$ cat config.mk
export PLATFORM = sky130hd
export DESIGN_NAME = fetch_unit_flat
export DESIGN_NICKNAME = d
export VERILOG_FILES = /design/src/rtl/fetch_if.sv /design/src/rtl/fetch_unit.sv /design/src/flat_wrapper.sv
export SDC_FILE = /design/constraint.sdc
export NUM_CORES = 1
export LEC_CHECK = 0
export ABC_AREA = 1
export CAP_MARGIN = 25
export CORE_MARGIN = 1
export CORE_UTILIZATION = 52
export CTS_CLUSTER_DIAMETER = 60
export DETAILED_ROUTE_END_ITERATION = 8
export PLACE_DENSITY_LB_ADDON = 0.12
export SLEW_MARGIN = 15
export SYNTH_ARGS = -nofsm -noshare
export SYNTH_HDL_FRONTEND = slang
export SYNTH_SLANG_ARGS = --single-unit
$ cat constraint.sdc
create_clock -name clk -period 3.7 [get_ports clk]
set_input_delay 0.555 -clock clk [delete_from_list [all_inputs] [get_ports clk]]
set_output_delay 0.555 -clock clk [all_outputs]
set_load 0.03 [all_outputs]
$ cat src/rtl/fetch_if.sv
// Fetch-stage bus bundle: ROM address/data, execute redirect, decode valid/ready.
// master = fetch_unit side, slave = the ROM/execute/decode side.
interface fetch_if;
  logic [31:0] imem_addr;
  logic [31:0] imem_instr;
  logic        redirect_valid;
  logic [31:0] redirect_pc;
  logic        out_valid;
  logic        out_ready;
  logic [31:0] out_pc;
  logic [31:0] out_instr;
  logic        fault;

  modport master (
    output imem_addr, out_valid, out_pc, out_instr, fault,
    input  imem_instr, redirect_valid, redirect_pc, out_ready
  );

  modport slave (
    input  imem_addr, out_valid, out_pc, out_instr, fault,
    output imem_instr, redirect_valid, redirect_pc, out_ready
  );
endinterface

$ cat src/rtl/fetch_unit.sv
// Instruction fetch: owns the PC, hides the ROM's 1-cycle read latency, 2-entry output buffer.
// Optional out-of-range fault enabled by defining FETCH_BOUNDS_CHECK_EN.
module fetch_unit #(
  parameter logic [31:0] RESET_PC   = 32'h0000_0000,
  parameter int          IMEM_WORDS = 32
) (
  input  logic     clk,
  input  logic     rst_n,
  fetch_if.master  bus
);

  typedef struct packed {
    logic [31:0] pc;
    logic [31:0] instr;
  } entry_t;

  localparam logic [31:0] WORD_MASK = 32'hFFFF_FFFC;

  logic [31:0] pc_q;
  logic        infl_v;
  logic [31:0] infl_pc;
  entry_t      mem [2];
  logic [1:0]  count;
  logic        wptr;
  logic        rptr;

  logic        pop;
  logic [2:0]  occ;
  logic        credit;
  logic        issue;

  assign pop    = bus.out_valid && bus.out_ready;
  // Slots committed after this edge; keeping it below 2 guarantees every return has room.
  assign occ    = {1'b0, count} + {2'b00, infl_v} - {2'b00, pop};
  assign credit = !bus.redirect_valid && (occ < 3'd2);

`ifdef FETCH_BOUNDS_CHECK_EN
  logic fault_q;
  logic oob;

  assign oob       = ({2'b00, pc_q[31:2]} >= 32'(IMEM_WORDS));
  assign issue     = credit && !fault_q && !oob;
  assign bus.fault = fault_q;

  always_ff @(posedge clk) begin
    if (!rst_n)
      fault_q <= 1'b0;
    else if (bus.redirect_valid)
      fault_q <= 1'b0;
    else if (credit && !fault_q && oob)
      fault_q <= 1'b1;
  end
`else
  assign issue     = credit;
  assign bus.fault = 1'b0;
`endif

  assign bus.imem_addr = pc_q;
  assign bus.out_valid = (count != 2'd0);
  assign bus.out_pc    = mem[rptr].pc;
  assign bus.out_instr = mem[rptr].instr;

  // NOTE: sequential state uses non-blocking assignments so every register
  // samples pre-edge values, regardless of statement order in the block.
  always_ff @(posedge clk) begin
    if (!rst_n) begin
      pc_q    <= RESET_PC & WORD_MASK;
      infl_v  <= 1'b0;
      infl_pc <= '0;
      count   <= '0;
      wptr    <= 1'b0;
      rptr    <= 1'b0;
      // NOTE: the buffer is only two entries and drives out_pc/out_instr
      // directly, so it is reset to give defined zero outputs after reset.
      mem[0]  <= '0;
      mem[1]  <= '0;
    end else if (bus.redirect_valid) begin
      pc_q   <= bus.redirect_pc & WORD_MASK;
      infl_v <= 1'b0;
      count  <= '0;
      wptr   <= 1'b0;
      rptr   <= 1'b0;
    end else begin
      infl_v <= issue;
      if (issue) begin
        infl_pc <= pc_q;
        pc_q    <= pc_q + 32'd4;
      end
      if (infl_v) begin
        mem[wptr] <= '{pc: infl_pc, instr: bus.imem_instr};
        wptr      <= ~wptr;
      end
      if (pop)
        rptr <= ~rptr;
      count <= count + {1'b0, infl_v} - {1'b0, pop};
    end
  end

endmodule

$ cat src/flat_wrapper.sv
// flat-port wrapper written by rule: the top's interface ports become plain ports
module fetch_unit_flat 
#(
  parameter logic [31:0] RESET_PC   = 32'h0000_0000,
  parameter int          IMEM_WORDS = 32
)
  (clk, rst_n, bus_imem_addr, bus_out_valid, bus_out_pc, bus_out_instr, bus_fault, bus_imem_instr, bus_redirect_valid, bus_redirect_pc, bus_out_ready);
  fetch_if bus_i ();
  input  logic clk;
  input  logic rst_n;
  output wire logic [$bits(bus_i.imem_addr)-1:0] bus_imem_addr;
  output wire logic [$bits(bus_i.out_valid)-1:0] bus_out_valid;
  output wire logic [$bits(bus_i.out_pc)-1:0] bus_out_pc;
  output wire logic [$bits(bus_i.out_instr)-1:0] bus_out_instr;
  output wire logic [$bits(bus_i.fault)-1:0] bus_fault;
  input wire logic [$bits(bus_i.imem_instr)-1:0] bus_imem_instr;
  input wire logic [$bits(bus_i.redirect_valid)-1:0] bus_redirect_valid;
  input wire logic [$bits(bus_i.redirect_pc)-1:0] bus_redirect_pc;
  input wire logic [$bits(bus_i.out_ready)-1:0] bus_out_ready;
  assign bus_imem_addr = bus_i.imem_addr;
  assign bus_out_valid = bus_i.out_valid;
  assign bus_out_pc = bus_i.out_pc;
  assign bus_out_instr = bus_i.out_instr;
  assign bus_fault = bus_i.fault;
  assign bus_i.imem_instr = bus_imem_instr;
  assign bus_i.redirect_valid = bus_redirect_valid;
  assign bus_i.redirect_pc = bus_redirect_pc;
  assign bus_i.out_ready = bus_out_ready;
  fetch_unit #(.RESET_PC(RESET_PC), .IMEM_WORDS(IMEM_WORDS)) u_core (.clk(clk), .rst_n(rst_n), .bus(bus_i));
endmodule
# Word-level counts from Yosys, hierarchy flattened
# Memories as Yosys holds them, arrays and structs flattened. A register that Yosys moved wholly into a read port is not among the register bits.
# Cells that the tools add are included.
# totals
mem_bits_rw	128
ff_bits	69
memories	1
in_bits	68
# classes
n_lt_le_gt_ge	1
bitwise	4
mux	12
reduce_logical	8
addsub	5
# memory_table
memory	words	width	read_ports	rd_clocked_by_memory_dff	wr	line_no	source
u_core.mem	2	64	1	1	2	fetch_unit.sv:22	entry_t mem [2];
# ops
operator	count
2-to-1 mux 32 bit	2
2-to-1 mux 64 bit	1
OR reduction 64 bit	1
adder 32 x 3 -> 32 bit, second input constant	1
2-to-1 mux 1 bit	9
inverter 1 bit	4
nonzero test 2 bit	2
adder 2 x 1 -> 3 bit	1
less-than comparator 3 x 2 -> 1 bit, second input constant	1
subtractor 3 x 1 -> 3 bit	1
adder 2 x 1 -> 2 bit	1
logical AND 1 bit	2
AND reduction 2 bit	1
OR reduction 2 bit	1
subtractor 2 x 1 -> 2 bit	1
zero test 1 bit	1

# Longest topological paths before layout
# logic_depth
depth_word	7
mapped_depth	17
mapped_depth_nobuf	16

# Worst setup path after synthesis
# No wires, ideal clock.
# synth_path
path_type	input to register
from	input rst_n
to	memory u_core.mem[1][0] in the netlist's numbering (enable)
setup_ns	0.675
path_slack_ns	0.738
arrival_ns	2.288
cell_stages	5
cell_sequence	inv_2 > nor2_2 > nand3_1 > clkbuf_1 > nand2_1
# synth_lines
item	line_no	source
start, declared	flat_wrapper.sv:10	input logic rst_n;
end, declared	fetch_unit.sv:22	

# Worst setup path in the final report
# layout_path
from	register u_core.count[1]
to	register u_core.pc_q[13], in the netlist u_core.bus.imem_addr[13]
# layout_between
elab_chain_len	6
# layout_rtl
item	line_no	source
start, declared	fetch_unit.sv:23	logic [1:0] count;
start signal, assigned	fetch_unit.sv:95	count <= count + {1'b0, infl_v} - {1'b0, pop};
nonzero test 2 bit	fetch_unit.sv:59	assign bus.out_valid = (count != 2'd0);
logical AND 1 bit	fetch_unit.sv:32	assign pop = bus.out_valid && bus.out_ready;
named net u_core.pop	fetch_unit.sv:27	logic pop;
subtractor 3 x 1 -> 3 bit	fetch_unit.sv:34	assign occ = {1'b0, count} + {2'b00, infl_v} - {2'b00, pop};
named net u_core.occ[1]	fetch_unit.sv:28	logic [2:0] occ;
less-than comparator 3 x 2 -> 1 bit	fetch_unit.sv:35	assign credit = !bus.redirect_valid && (occ < 3'd2);
logical AND 1 bit	fetch_unit.sv:35	
nonzero test 2 bit (no source line)	--	
end signal, assigned	fetch_unit.sv:67	pc_q <= RESET_PC & WORD_MASK;
end signal, assigned	fetch_unit.sv:78	pc_q <= bus.redirect_pc & WORD_MASK;
end signal, assigned	fetch_unit.sv:87	pc_q <= pc_q + 32'd4;
end, declared	fetch_unit.sv:19	logic [31:0] pc_q;
# The timed path passes the listed nets, and every way through them passes these cells.
# A chain may end at the register's enable or synchronous reset.

==> impl_metrics.py <==
metrics = {
    "logic_synthesis": {
        "yosys.area_share.adder_pct": 0.6597,
        "synth_edf_count": 124,
        "synthArstFlopShare_pct": 0,
        "syn-mean-instance-area_um2": 9.442,
        "synthCells": 924,
        "synth_xor_area_share_pct": 0.9035,
        "synthFlopType": "edfxtp_1",
        "ys_seq_area_share_pct": 57.82,
        "yosysWarningCount": 0,
        "syn_area_um2": 8725,
        "synth-simple-area-share_pct": 18.60,
        "synth_seq_cells": 190,
        "synth.distinct_cells": 34,
        "synth_compound_area_share_pct": 5.536,
        "synth_top_family_by_area": "simple AND/OR/NAND/NOR gates",
        "muxShareOfSynthArea_pct": 8.002,
    },
    "pwr": {
        "vdd_drop_max_mv": 0.4163,
        "power_mw": 4.954,
        "p_leak_nw": 4.431,
        "powerDensity_nw_per_um2": 446.2,
    },
    "hold_path": {
        "hold_path_startpoint": "u_core.rptr",
        "hold_path_depth": 1,
        "min_to": "u_core.rptr",
        "worstHoldPathType": "reg2reg",
    },
    "setup_path": {
        "cp.depth": 16,
        "endpoint_kind": "register",
        "critPathMaxFanout": 41,
        "crit_arrival_ns": 3.48,
        "crit_slowest_cell": "fa_1",
        "r2r-start": "u_core.count[1]",
        "path_delay_family": "buffers and inverters",
        "r2r_setup_slack_ns": 0.55,
        "crit_chain": "or2_2, nand2_1, inv_1, ha_1, inv_1, ha_1, fa_1, inv_1, nand4_2, buf_4, buf_4, nor2_1, nand2_1, nand3_1, nand2_1, inv_1",
        "crit_top_cell": "inv_1",
        "crit_required_ns": 4.03,
        "reg2reg_depth": 16,
        "startpoint_type": "register",
        "worstSetupPathType": "reg2reg",
        "r2r-end": "u_core.bus.imem_addr[13]",
        "max_stage_delay_ns": 0.48,
        "path_buf_inv": 6,
    },
    "cells_and_area": {
        "fin_area_um2": 11100,
        "fillers": 1292,
        "final_common_cell": "nor2_1",
        "layout-drive-gt1-share_pct": 12.22,
        "antenna_cells": 0,
        "final_nets": 1147,
        "ff_latch_area_um2": 5046,
        "final_cell_mix": "186 x nor2_1, 158 x clkdlybuf4s50_1, 136 x nand2_1, 131 x inv_1, 124 x edfxtp_1",
        "area_growth_pct": 27.26,
        "postLayoutCoreUtil_pct": 68.90,
        "multiInputGateArea_um2": 2972,
    },
    "detailed_routing": {
        "drt-pass1-iter-count": 5,
        "vias": 6396,
        "viasPerCell": 4.905,
        "post_drt_wl_per_cell_um": 14.22,
        "final_antenna_net_count": 0,
        "drcViolationCount": 0,
        "first_iter_violations": 374,
        "wirelength_um": 18540,
    },
    "grt": {
        "grt_pass1_wl_um": 30080,
        "globalRouteOverflowTotal": 0,
        "grt_pass1_vias": 6075,
        "grt_max_degree": 64,
        "track_usage_pct": 22.20,
        "antenna_found_initial": 0,
    },
    "timing": {
        "hold_viol_final": 0,
        "slew_headroom_pct": 52.00,
        "fin_tns_setup_ns": 0,
        "period_share_pct": 85.17,
        "period_needed_ns": 3.151,
        "holdWs_ns": 0.4730,
        "clock.fmax_mhz": 317.3,
        "report.final.slew_viol_count": 0,
        "finClkSkew_ns": 0.01042,
        "rsz0062_at_grt": "no",
        "setup_viol": 0,
        "tightest_slew_ns": 0.7200,
    },
    "die": {
        "num_rows": 46,
        "initial_utilization_pct": 54.14,
        "die_h_um": 131.5,
        "ios": 166,
        "coreArea_um2": 16120,
        "die_w_um": 131.5,
        "die_area_um2": 17300,
    },
    "clock_tree": {
        "clk_pin_slew_ns": 0.07,
        "root_buffer": "clkbuf_16",
        "cts.sinks": 190,
        "holdBufCountCts": 0,
        "cts_buffers": 17,
        "clock_latency_ns": 0.43,
        "post_cts_buffers": 0,
        "cts_tree": "yes",
        "clockBufferDepth": 2,
        "cts_resized": 0,
        "htree_levels": 4,
    },
    "placement": {
        "portBuffers": 158,
        "gp_congestion": 0.8872,
        "dpl_cell_area_um2": 10520,
        "dp_hpwl_um": 12130,
    },
    "run": {
        "maxCapViolCount": 0,
    },
    "run_status": {
        "status": "complete, no violations",
    },
}
[per-layer routing]
metal	vias to the layer above	part of all wire [%]	global-route usage, %
li1	3279	-	-
met1	2895	46	29.42
met2	199	47	36.60
met3	23	5.3	4.360
met4	0	1.8	6.977
met5	-	0	0
[cells in the mapped netlist, types with 4 or more instances]
cell      instances  area share (%)
buf_2            15            0.86
a211oi_1         16             1.4
inv_2             4            0.17
nor2_2            9            0.65
o21ai_0          33             1.9
xor2_1            6            0.60
nor2_1          186             8.0
a21oi_1          28             1.6
nand3_1          42             2.4
nand2_1         139             6.0
clkbuf_1         20            0.86
edfxtp_1        124              43
mux2_2           62             8.0
a31oi_1           4            0.29
buf_4             5            0.43
dfxtp_1          66              15
inv_1           131             5.6
[per-stage QoR]
stage / cells / setup WS, ns
final: 1304 / 0.5488
after global routing: 1304 / 0.3080
after CTS: 1304 / 0.5612
after detailed placement: 1272 / 0.2354
after global placement: 1272 / 0.2682
after floorplan: 928 / 0.7376
[cell type report]
class,instances,area share (%)
Clock buffer,20,4.023
Clock inverter,12,1.206
Inverter,136,4.598
Multi-Input combinational cell,558,26.76
Sequential cell,190,45.45
Tap cell,216,2.434
Timing Repair Buffer,172,15.53
[power breakdown]
part	total, mW	switching (mW)	internal [mW]
clock	1.79	0.770	1.02
combinational	0.723	0.432	0.291
sequential	2.44	0.0647	2.38
total	4.95	1.27	3.69
[state kept, by name, indices dropped and copies added, names as in the netlist, named ones only]
register and cells:
u_core.rptr 1, u_core.bus.imem_addr 30, u_core.mem 124, u_core.count 2, u_core.infl_pc 30, u_core.infl_v 1
u_core.wptr 1
[kinds of logic (layout without fill, tap and decap cells)]
kind of cell	Yosys count	after routing
flip-flops	190	190
XOR/XNOR	9	9
AND/OR/NAND/NOR	392	392
multiplexers	62	62
buffers and inverters	180	340
other	1	5
adder cells (fa/ha/maj)	4	4
AO/OA/AOI/OAI	86	86
[worst max path at each step]
stage	startpoint	end	slack, ns
floorplan	rst_n	u_core.mem[1][0]	0.74
global placement	bus_out_ready	u_core.bus.imem_addr[19]	0.27
detailed placement	bus_out_ready	u_core.bus.imem_addr[13]	0.24
CTS	u_core.count[1]	u_core.bus.imem_addr[19]	0.56
global route	u_core.count[1]	u_core.bus.imem_addr[19]	0.31
finish	u_core.count[1]	u_core.bus.imem_addr[13]	0.55
Power figures use the tool's default switching activity.
